===== src/rtl/rf_wb_arbiter.sv =====
`default_nettype none
// ============================================================================
// rf_wb_arbiter: shares the register-file write port between ALU and load
// writeback, load-first with ALU aging. Rev 1.0
// ============================================================================
module rf_wb_arbiter #(
  parameter int DW       = 32,
  parameter int AW       = 5,
  parameter int MAX_WAIT = 4
) (
  input  logic              clk,
  input  logic              reset_n,
  input  logic              s0_valid,
  output logic              s0_ready,
  input  logic [AW-1:0]     s0_addr,
  input  logic [DW-1:0]     s0_data,
  input  logic              s1_valid,
  output logic              s1_ready,
  input  logic [AW-1:0]     s1_addr,
  input  logic [DW-1:0]     s1_data,
  output logic              wb_we,
  output logic [AW-1:0]     wb_addr,
  output logic [DW-1:0]     wb_data,
  output logic [2**AW-1:0]  pend,
  output logic              starve_evt
);

  localparam int         C_NREG      = 2**AW;
  localparam logic [3:0] C_WAIT_LAST = 4'(MAX_WAIT - 1);

  typedef enum logic [0:0] {
    PRIO_LOAD = 1'b0,
    PRIO_ALU  = 1'b1
  } state_t;

  state_t          r_state;
  state_t          w_state_nxt;
  logic [3:0]      r_cnt;
  logic [3:0]      w_cnt_nxt;
  logic            w_grant0;
  logic            w_grant1;
  logic            w_starve;
  logic            w_xfer;
  logic [AW-1:0]   w_addr;
  logic [DW-1:0]   w_data;
  logic            r_wb_we;
  logic [AW-1:0]   r_wb_addr;
  logic [DW-1:0]   r_wb_data;

  always_comb begin
    w_grant0    = 1'b0;
    w_grant1    = 1'b0;
    w_starve    = 1'b0;
    w_state_nxt = r_state;
    w_cnt_nxt   = r_cnt;
    if (reset_n) begin
      case (r_state)
        PRIO_LOAD: begin
          w_grant1 = s1_valid;
          w_grant0 = s0_valid && !s1_valid;
          if (s0_valid && !w_grant0) begin
            // Stalled once more at the limit: promote the ALU for next cycle.
            if (r_cnt == C_WAIT_LAST) begin
              w_state_nxt = PRIO_ALU;
              w_cnt_nxt   = 4'd0;
              w_starve    = 1'b1;
            end else if (r_cnt != 4'hF) begin
              w_cnt_nxt = r_cnt + 4'd1;
            end
          end else begin
            w_cnt_nxt = 4'd0;
          end
        end
        PRIO_ALU: begin
          w_grant0  = s0_valid;
          w_grant1  = s1_valid && !s0_valid;
          w_cnt_nxt = 4'd0;
          if (w_grant0) begin
            w_state_nxt = PRIO_LOAD;
          end
        end
        default: begin
          w_state_nxt = PRIO_LOAD;
          w_cnt_nxt   = 4'd0;
        end
      endcase
    end
  end

  assign w_xfer = w_grant0 || w_grant1;
  assign w_addr = w_grant0 ? s0_addr : s1_addr;
  assign w_data = w_grant0 ? s0_data : s1_data;

  always_ff @(posedge clk) begin
    if (!reset_n) begin
      r_state   <= PRIO_LOAD;
      r_cnt     <= 4'd0;
      r_wb_we   <= 1'b0;
      r_wb_addr <= '0;
      r_wb_data <= '0;
    end else begin
      r_state <= w_state_nxt;
      r_cnt   <= w_cnt_nxt;
      // Writes to x0 are accepted but never reach the register file.
      if (w_xfer && (w_addr != '0)) begin
        r_wb_we   <= 1'b1;
        r_wb_addr <= w_addr;
        r_wb_data <= w_data;
      end else begin
        r_wb_we <= 1'b0;
      end
    end
  end

  always_comb begin
    pend = '0;
    for (int i = 1; i < C_NREG; i++) begin
      pend[i] = (s0_valid && (s0_addr == AW'(i))) ||
                (s1_valid && (s1_addr == AW'(i))) ||
                (r_wb_we  && (r_wb_addr == AW'(i)));
    end
  end

  assign s0_ready   = w_grant0;
  assign s1_ready   = w_grant1;
  assign starve_evt = w_starve;
  assign wb_we      = r_wb_we;
  assign wb_addr    = r_wb_addr;
  assign wb_data    = r_wb_data;

endmodule
`default_nettype wire


===== config.mk =====
export PLATFORM = sky130hd
export DESIGN_NAME = rf_wb_arbiter
export DESIGN_NICKNAME = d
export VERILOG_FILES = /design/src/rtl/rf_wb_arbiter.sv
export SDC_FILE = /design/constraint.sdc
export NUM_CORES = 1
export LEC_CHECK = 0
export CAP_MARGIN = 10
export CORE_ASPECT_RATIO = 0.7
export CORE_MARGIN = 2
export CORE_UTILIZATION = 42
export CTS_BUF_LIST = sky130_fd_sc_hd__clkbuf_4
export CTS_CLUSTER_SIZE = 12
export DETAILED_ROUTE_END_ITERATION = 10
export PLACE_DENSITY = 0.94
export SYNTH_ARGS = -nofsm -noshare
export SYNTH_HDL_FRONTEND = slang
export SYNTH_SLANG_ARGS = --single-unit

===== constraint.sdc =====
create_clock -name clk -period 1.7 [get_ports clk]
set_input_delay 0.255 -clock clk [delete_from_list [all_inputs] [get_ports clk]]
set_output_delay 0.255 -clock clk [all_outputs]
set_load 0.05 [all_outputs]

Yosys cells after proc, flatten, opt, wreduce, memory -nomap -nowiden
Cells that the tools add are included. W data, S select, Z words.

Register bits: 43.

Add/subtract/negate cells: 1. Equal/unequal tests: 96. Muxes and demuxes: 17. Bitwise operators: 1. Reductions and logical operators: 164.

Operators by type and width (number): $eq A5 B5 Y1 const B (48); $eq A5 B4 Y1 const B (24); $logic_and A1 B1 Y1 (97); $logic_or A1 B1 Y1 (63); $eq A5 B3 Y1 const B (12); $mux W32 (1); $eq A5 B2 Y1 const B (6); $eq A5 B1 Y1 const B (3); $mux W4 (3); $mux W1 (8); $ne A4 B4 Y1 const B (2); $pmux W4 S2 (1); $pmux W1 S2 (3); $mux W5 (1); $reduce_bool A5 Y1 (1); $add A4 B1 Y4 const B (1); $eq A4 B2 Y1 const B (1); $logic_not A1 Y1 (3); $not A1 Y1 (1).

Logic depth before layout (Yosys ltp)
Gate-level depths: netlist (run 1).

Depth in word-level cells: 8. Depth in mapped cells: 7.

Worst setup path after synthesis (run 1)
OpenSTA, ideal clock, no wires.

Kind: reg-to-output. Start: reg r_wb_addr[1] (netlist: wb_addr[1]). End: out pend[31]. Arrival: 2.256 ns. Required time: 1.445 ns. Slack: -0.811 ns. Stages on the path, launching flop included: 4. Path buffers: 1. Cell sequence: dfxtp_1 -> clkbuf_1 -> nand2_1 -> o31ai_1.

Word-level cells in the longest chain between the ends: 3.

Ends and longest elaborated chain: start, declared (line 47) `logic [AW-1:0] r_wb_addr;`; start signal, assigned (line 107) `r_wb_addr <= w_addr;`; $eq A5 B5 Y1 (line 120) `(r_wb_we && (r_wb_addr == AW'(i)));`; $logic_and A1 B1 Y1 (line 120); $logic_or A1 B1 Y1 (line 119) `(s1_valid && (s1_addr == AW'(i))) ||`; end, declared (line 24) `output logic [2**AW-1:0] pend,`.

No other way between the ends.

Worst setup path after layout (run 1)
Start: reg r_wb_addr[1] (netlist: wb_addr[1]). End: out pend[2].

Word-level cells in the longest chain between the ends: 3.

Ends and longest elaborated chain (line): $eq A5 B2 Y1 (120); $logic_and A1 B1 Y1 (120); $logic_or A1 B1 Y1 (119).

No other way between the ends.

==> results of run 1 <==
[what timing repair did]
item,4_1_cts,5_1_grt
cloned,3,3
endpoints found under the setup margin,57,71
pin swaps,43,20
resized for setup,121,36
setup buffers,19,10
[synthesized netlist by cell type, types with 2 or more instances]
library cell and n:
and3_1 2, a222oi_1 2, nor2_2 3, nor2b_1 16
o21ai_0 2, or3_1 35, o211ai_1 35, mux2i_1 37
o31ai_1 2, a32oi_1 9, o22ai_1 2, buf_1 2
clkbuf_1 19, a31oi_1 3, nor2_1 17, nand2b_1 6
inv_1 6, buf_2 8, buf_12 3, nand3_1 9
a22oi_1 21, nor3_1 7, dfxtp_1 43, buf_6 2
a21oi_1 3, nand2_1 95, and2_1 3
[final timing paths]
kind	cells after the start	from	to	slack, ns
worst max-delay path	5	wb_addr[1]$_SDFFE_PN0P_	pend[2]	-0.35
worst min-delay path	2	reset_n	r_state$_SDFF_PN0_	0.24
worst max register to register	7	r_state$_SDFF_PN0_	wb_data[20]$_SDFFE_PN0P_	-0.20
worst min register to register	2	wb_data[29]$_SDFFE_PN0P_	wb_data[29]$_SDFFE_PN0P_	0.48
[layer usage]
layer  part of all wire, %  vias to the layer above  wire (µm)
met1                    35                     2165       6360
met3                    13                      186       2320
li1                      -                     1872          -
met5                     0                        -          0
met4                   8.8                        0       1590
met2                    43                      485       7850
[through the flow]
| step | power [mW] | hold slack (ns) | worst slack (ns) | util (%) |
|---|---|---|---|---|
| after floorplan | 1.95 | 0.455 | 0.00238 | - |
| after global placement | 2.51 | 0.446 | -0.370 | 73.9 |
| after detailed placement | 2.55 | 0.453 | -0.450 | 73.9 |
| after CTS | 3.54 | 0.205 | -0.192 | 83.6 |
| after global routing | 3.83 | 0.249 | -0.355 | 86.8 |
| final | 3.75 | 0.236 | -0.345 | 86.8 |
[power breakdown]
part           internal (mW)  total, mW  switching (mW)
Combinational          0.737       1.72           0.984
Sequential              1.09       1.18          0.0875
Clock                  0.458      0.851           0.392
[flip-flops by register name, indices dropped and copies added (netlist names)]
register and cells:
r_cnt 4, r_state 1, wb_we 1, wb_addr 5, wb_data 32
[critical path: stages, from the launching register on]
cell	delay [ns]
dfxtp_4	0.44
nor2b_4	0.22
nor2b_4	0.33
a22oi_2	0.18
nand2_2	0.11
buf_12	0.13
[cell usage in the layout (no fill, tap or decap), types with 4 or more instances in the layout]
cell type,Yosys,routed
buf_4,1,101
clkdlybuf4s50_1,0,64
nand2_1,95,60
buf_12,3,37
mux2i_1,37,36
or3_1,35,35
o211ai_1,35,35
dfxtp_1,43,35
nand2_2,1,30
a22oi_2,0,20
buf_6,2,13
nor2b_4,0,10
nor2_2,3,8
nor2_1,17,7
nor2_4,1,6
inv_1,6,6
nand2_4,0,6
nor2b_1,16,5
nand3_2,0,5
clkbuf_4,0,5
dlygate4sd2_1,0,5
dfxtp_4,0,5
a32oi_2,0,4
nand3_1,9,4
[final cells by class]
| cell class | count | share of cell area (%) |
|---|---|---|
| clock buffer | 5 | 0.602 |
| clock inverter | 3 | 1.06 |
| inverter | 7 | 0.421 |
| multi-input combinational | 320 | 40.6 |
| sequential | 43 | 14.2 |
| tap | 98 | 1.97 |
| timing repair buffer | 235 | 41.2 |
[logic make-up (layout without fill, tap and decap cells)]
| family | count (synthesis) | in the layout | synth area share (%) |
|---|---|---|---|
| simple gates | 199 | 199 | 31.5 |
| compound gates | 82 | 82 | 20.2 |
| flops | 43 | 43 | 28.1 |
| buf+inv | 42 | 250 | 7.67 |
| mux | 37 | 37 | 12.1 |
| fa+ha+maj | 1 | 1 | 0.408 |
| other cells | 1 | 1 | 0.122 |
==> impl_metrics.json, run 1 <==
{
  "min_path_type": "input pin to register",
  "max_freq_ghz": 0.489,
  "worst_pin_slew_ns": 0.634,
  "num_antenna_cells": 0,
  "viasPerCell": 6.62,
  "dp.cells": 673,
  "power_leakage_nw": 2.58,
  "initial_core_util_pct": 42.7,
  "vias": 4708,
  "criticalPathCategory": "register to primary output",
  "ff_latch_area_um2": 883,
  "finalSetupViolations": 70,
  "arrival_ns": 1.79,
  "cts_root_buf": "clkbuf_4",
  "pin_count": 151,
  "finalClockSkew_ns": 0.0196,
  "hold_viol": 0,
  "finalWirelength_mm": 18.1,
  "ant_nets": 0,
  "finalWorstSetupSlack_ns": -0.345,
  "area.growth.synth_to_final_pct": 103,
  "globalplace.congestion": 1.16,
  "numCtsBuffers": 5,
  "clk_latency_ns": 0.39,
  "multiInputGateArea_um2": 2530,
  "met2_usage_pct": 66.9,
  "io_buffers": 149,
  "setup_tns_ns": -11.29,
  "fin_crit_ns": 2.05,
  "first_global_vias": 4500,
  "die_h_um": 75.5,
  "ys_seq_area_share_pct": 28.1,
  "fin_crit_sh_pct": 120,
  "ys_types": 40,
  "clk_pin_slew_ns": 0.12,
  "final-max-slew-violation-count": 0,
  "syn_area_per_cell_um2": 7.58,
  "synth_top_cells_by_area": "dfxtp_1 28%, mux2i_1 12%, nand2_1 12%",
  "dp_hpwl_mm": 9.28,
  "wl_per_cell_um": 25.5,
  "fin_nets": 691,
  "ys_async_sr_fraction_pct": 0,
  "final_cell_area_um2": 6240,
  "synth-edff-count": 0,
  "htreeDepth": 2,
  "synth_top_area_share_pct": 28.1,
  "crit_required_ns": 1.44,
  "die_area_um2": 8010,
  "grt_busiest_layer": "met2",
  "ys_warn_count": 0,
  "grt_max_degree": 65,
  "antenna_found_initial": 0,
  "final_layout_size_suffix_gt1_share_pct": 47.5,
  "grt_usage_pct": 39.6,
  "yosys.area.top_type": "dfxtp_1",
  "die-width_um": 106,
  "rsz0062_at_grt": "yes",
  "endpoint_kind": "primary output",
  "status": "complete, but fails checks",
  "numClockSinks": 43,
  "cts_buffer_depth": 2,
  "synthesis.area_um2": 3070,
  "cellPowerDensity_nw_per_um2": 601,
  "dr.first_iter.drc_count": 701,
  "overflow": 0,
  "ys_seq_elements": 43,
  "vdd_drop_max_mv": 0.393,
  "synth_nets": 484,
  "synth_flop_cell": "dfxtp_1",
  "grt_pass1_wl_mm": 24.3,
  "placed_cell_area_um2": 5310,
  "synth_cells": 405,
  "cts_tree": "built",
  "maxCapViolations": 0,
  "grt_use_met1_pct": 44.7,
  "drt-pass1-iter-count": 5,
  "rows": 26,
  "drc": 0,
  "fillers": 320,
  "postCtsHoldBufs": 0,
  "start_kind": "register",
  "violations": "setup timing",
  "slew_headroom_pct": 57.7,
  "cp_max_fo": 7,
  "met3_usage_pct": 12.3,
  "coreArea_um2": 7190,
  "finalNonFillerCells": 711
}
(Power assumes the default switching activity.)
==> run 2: changes to the inputs <==
- clock period: 1.7 -> 2.2 ns (I/O delays scaled with it)
==> impl_metrics.json, run 2 (synthesis gave the netlist of run 1 again) <==
{
  "maxCapViolations": 0,
  "final-max-slew-violation-count": 0,
  "wl_met2_mm": 5.31,
  "dp.cells": 660,
  "cts_buffer_depth": 2,
  "overflow": 0,
  "first_global_vias": 3701,
  "final_layout_size_suffix_gt1_share_pct": 20.2,
  "antenna_found_initial": 0,
  "cellPowerDensity_nw_per_um2": 457,
  "grt_max_degree": 37,
  "final_common_cell": "clkdlybuf4s50_1",
  "grt_usage_pct": 27.5,
  "numCtsBuffers": 5,
  "fin_nets": 648,
  "die-width_um": 106,
  "rsz0062_at_grt": "yes",
  "finalWirelength_mm": 11.1,
  "finalNonFillerCells": 667,
  "max_freq_ghz": 0.461,
  "cts_root_buf": "clkbuf_4",
  "numClockSinks": 43,
  "final_util_pct": 74.5,
  "die_area_um2": 8010,
  "clk_latency_ns": 0.34,
  "setup_tns_ns": 0,
  "rows": 26,
  "endpoint_kind": "primary output",
  "initial_core_util_pct": 42.7,
  "slew_headroom_pct": 63.7,
  "vdd_drop_max_mv": 0.341,
  "highest_layer": "met4",
  "criticalPathCategory": "input pin to primary output",
  "pin_count": 151,
  "coreArea_um2": 7190,
  "final_cell_mix": "104 x clkdlybuf4s50_1, 88 x nand2_1, 40 x buf_4, 39 x dfxtp_1",
  "ant_nets": 0,
  "area.growth.synth_to_final_pct": 74.6,
  "crit_required_ns": 1.87,
  "largest_reg_flops": 32,
  "crit_chain": "clkdlybuf4s50_1 -> nor2b_1 -> buf_4 -> a32oi_1 -> nand2_1 -> buf_12",
  "drt-pass1-iter-count": 5,
  "ff_latch_area_um2": 866,
  "hold_viol": 0,
  "vias": 3824,
  "critPathSlowestCell": "clkdlybuf4s50_1",
  "wl_met1_mm": 4.56,
  "post-cts-setup-buffer-count": 0,
  "wl_per_cell_um": 16.6,
  "start_kind": "input pin",
  "fin_crit_sh_pct": 98.6,
  "die_h_um": 75.5,
  "htreeDepth": 2,
  "cpPeakStageDelay_ns": 0.55,
  "finalSetupViolations": 0,
  "io_buffers": 149,
  "drc": 0,
  "grt_pass1_wl_mm": 17.8,
  "cts_tree": "built",
  "globalplace.congestion": 1.10,
  "worst_pin_slew_ns": 0.543,
  "status": "complete, no violations",
  "power_leakage_nw": 2.21,
  "fin_crit_ns": 2.17,
  "power.total_mw": 2.45,
  "dr.first_iter.drc_count": 357,
  "wl_met3_mm": 1.07,
  "arrival_ns": 1.84,
  "finalClockSkew_ns": 0.00547,
  "cp_max_fo": 5,
  "viasPerCell": 5.73,
  "fillers": 499,
  "multiInputGateArea_um2": 2060,
  "dp_hpwl_mm": 8.72,
  "num_antenna_cells": 0,
  "min_path_type": "input pin to register",
  "clk_pin_slew_ns": 0.12
}
==> run 2: where the power goes <==
| part | switching (mW) | internal [mW] |
|---|---|---|
| sequential | 0.0529 | 0.843 |
| clock | 0.246 | 0.247 |
| combinational | 0.597 | 0.461 |
| total | 0.895 | 1.55 |
==> run 2: cell type report <==
cell class / instances / share of cell area, %
clock buffer: 6 / 0.841
clock inverter: 1 / 0.561
inverter: 7 / 0.491
multi-input combinational: 320 / 38.5
sequential: 43 / 16.2
tap: 98 / 2.29
timing repair buffer: 192 / 41.2
==> run 2: metrics by stage <==
step / area, µm² / hold slack, ns / setup WS (ns)
global route: 5360 / 0.305 / -0.0138
finish: 5360 / 0.322 / 0.0309
floorplan: 3100 / 0.455 / -0.377
global placement: 5220 / 0.444 / 0.0380
detailed placement: 5220 / 0.455 / -0.0374
CTS: 5310 / 0.307 / 0.00516
==> run 2: final timing paths <==
path,start,endpoint,slack [ns],depth (start not counted)
max,s0_addr[3],pend[27],0.03,6
min,reset_n,wb_addr[0]$_SDFFE_PN0P_,0.32,3
max reg2reg,r_state$_SDFF_PN0_,wb_addr[2]$_SDFFE_PN0P_,0.46,5
min reg2reg,wb_data[27]$_SDFFE_PN0P_,wb_data[27]$_SDFFE_PN0P_,0.47,2
==> run 2: worst max-delay path, delay by kind of cell <==
kind,cells,cell delay [ns]
buffers and inverters,3,0.93
AND/OR/NAND/NOR,2,0.51
AO/OA/AOI/OAI,1,0.07
==> run 2: timing repair <==
| action | 4_1_cts | 5_1_grt |
|---|---|---|
| endpoints found under the hold margin | 0 | 0 |
| hold buffers | 0 | 0 |
| gates resized for setup | 6 | 15 |
| pin swaps | 0 | 2 |
| setup endpoints to repair | 7 | 29 |
==> run 2: per-layer routing <==
metal  track usage (%)  vias up
met1              35.0     1791
met3              6.67       20
met4              5.26        0
li1                  -     1780
met2              48.8      233
met5                 0        -
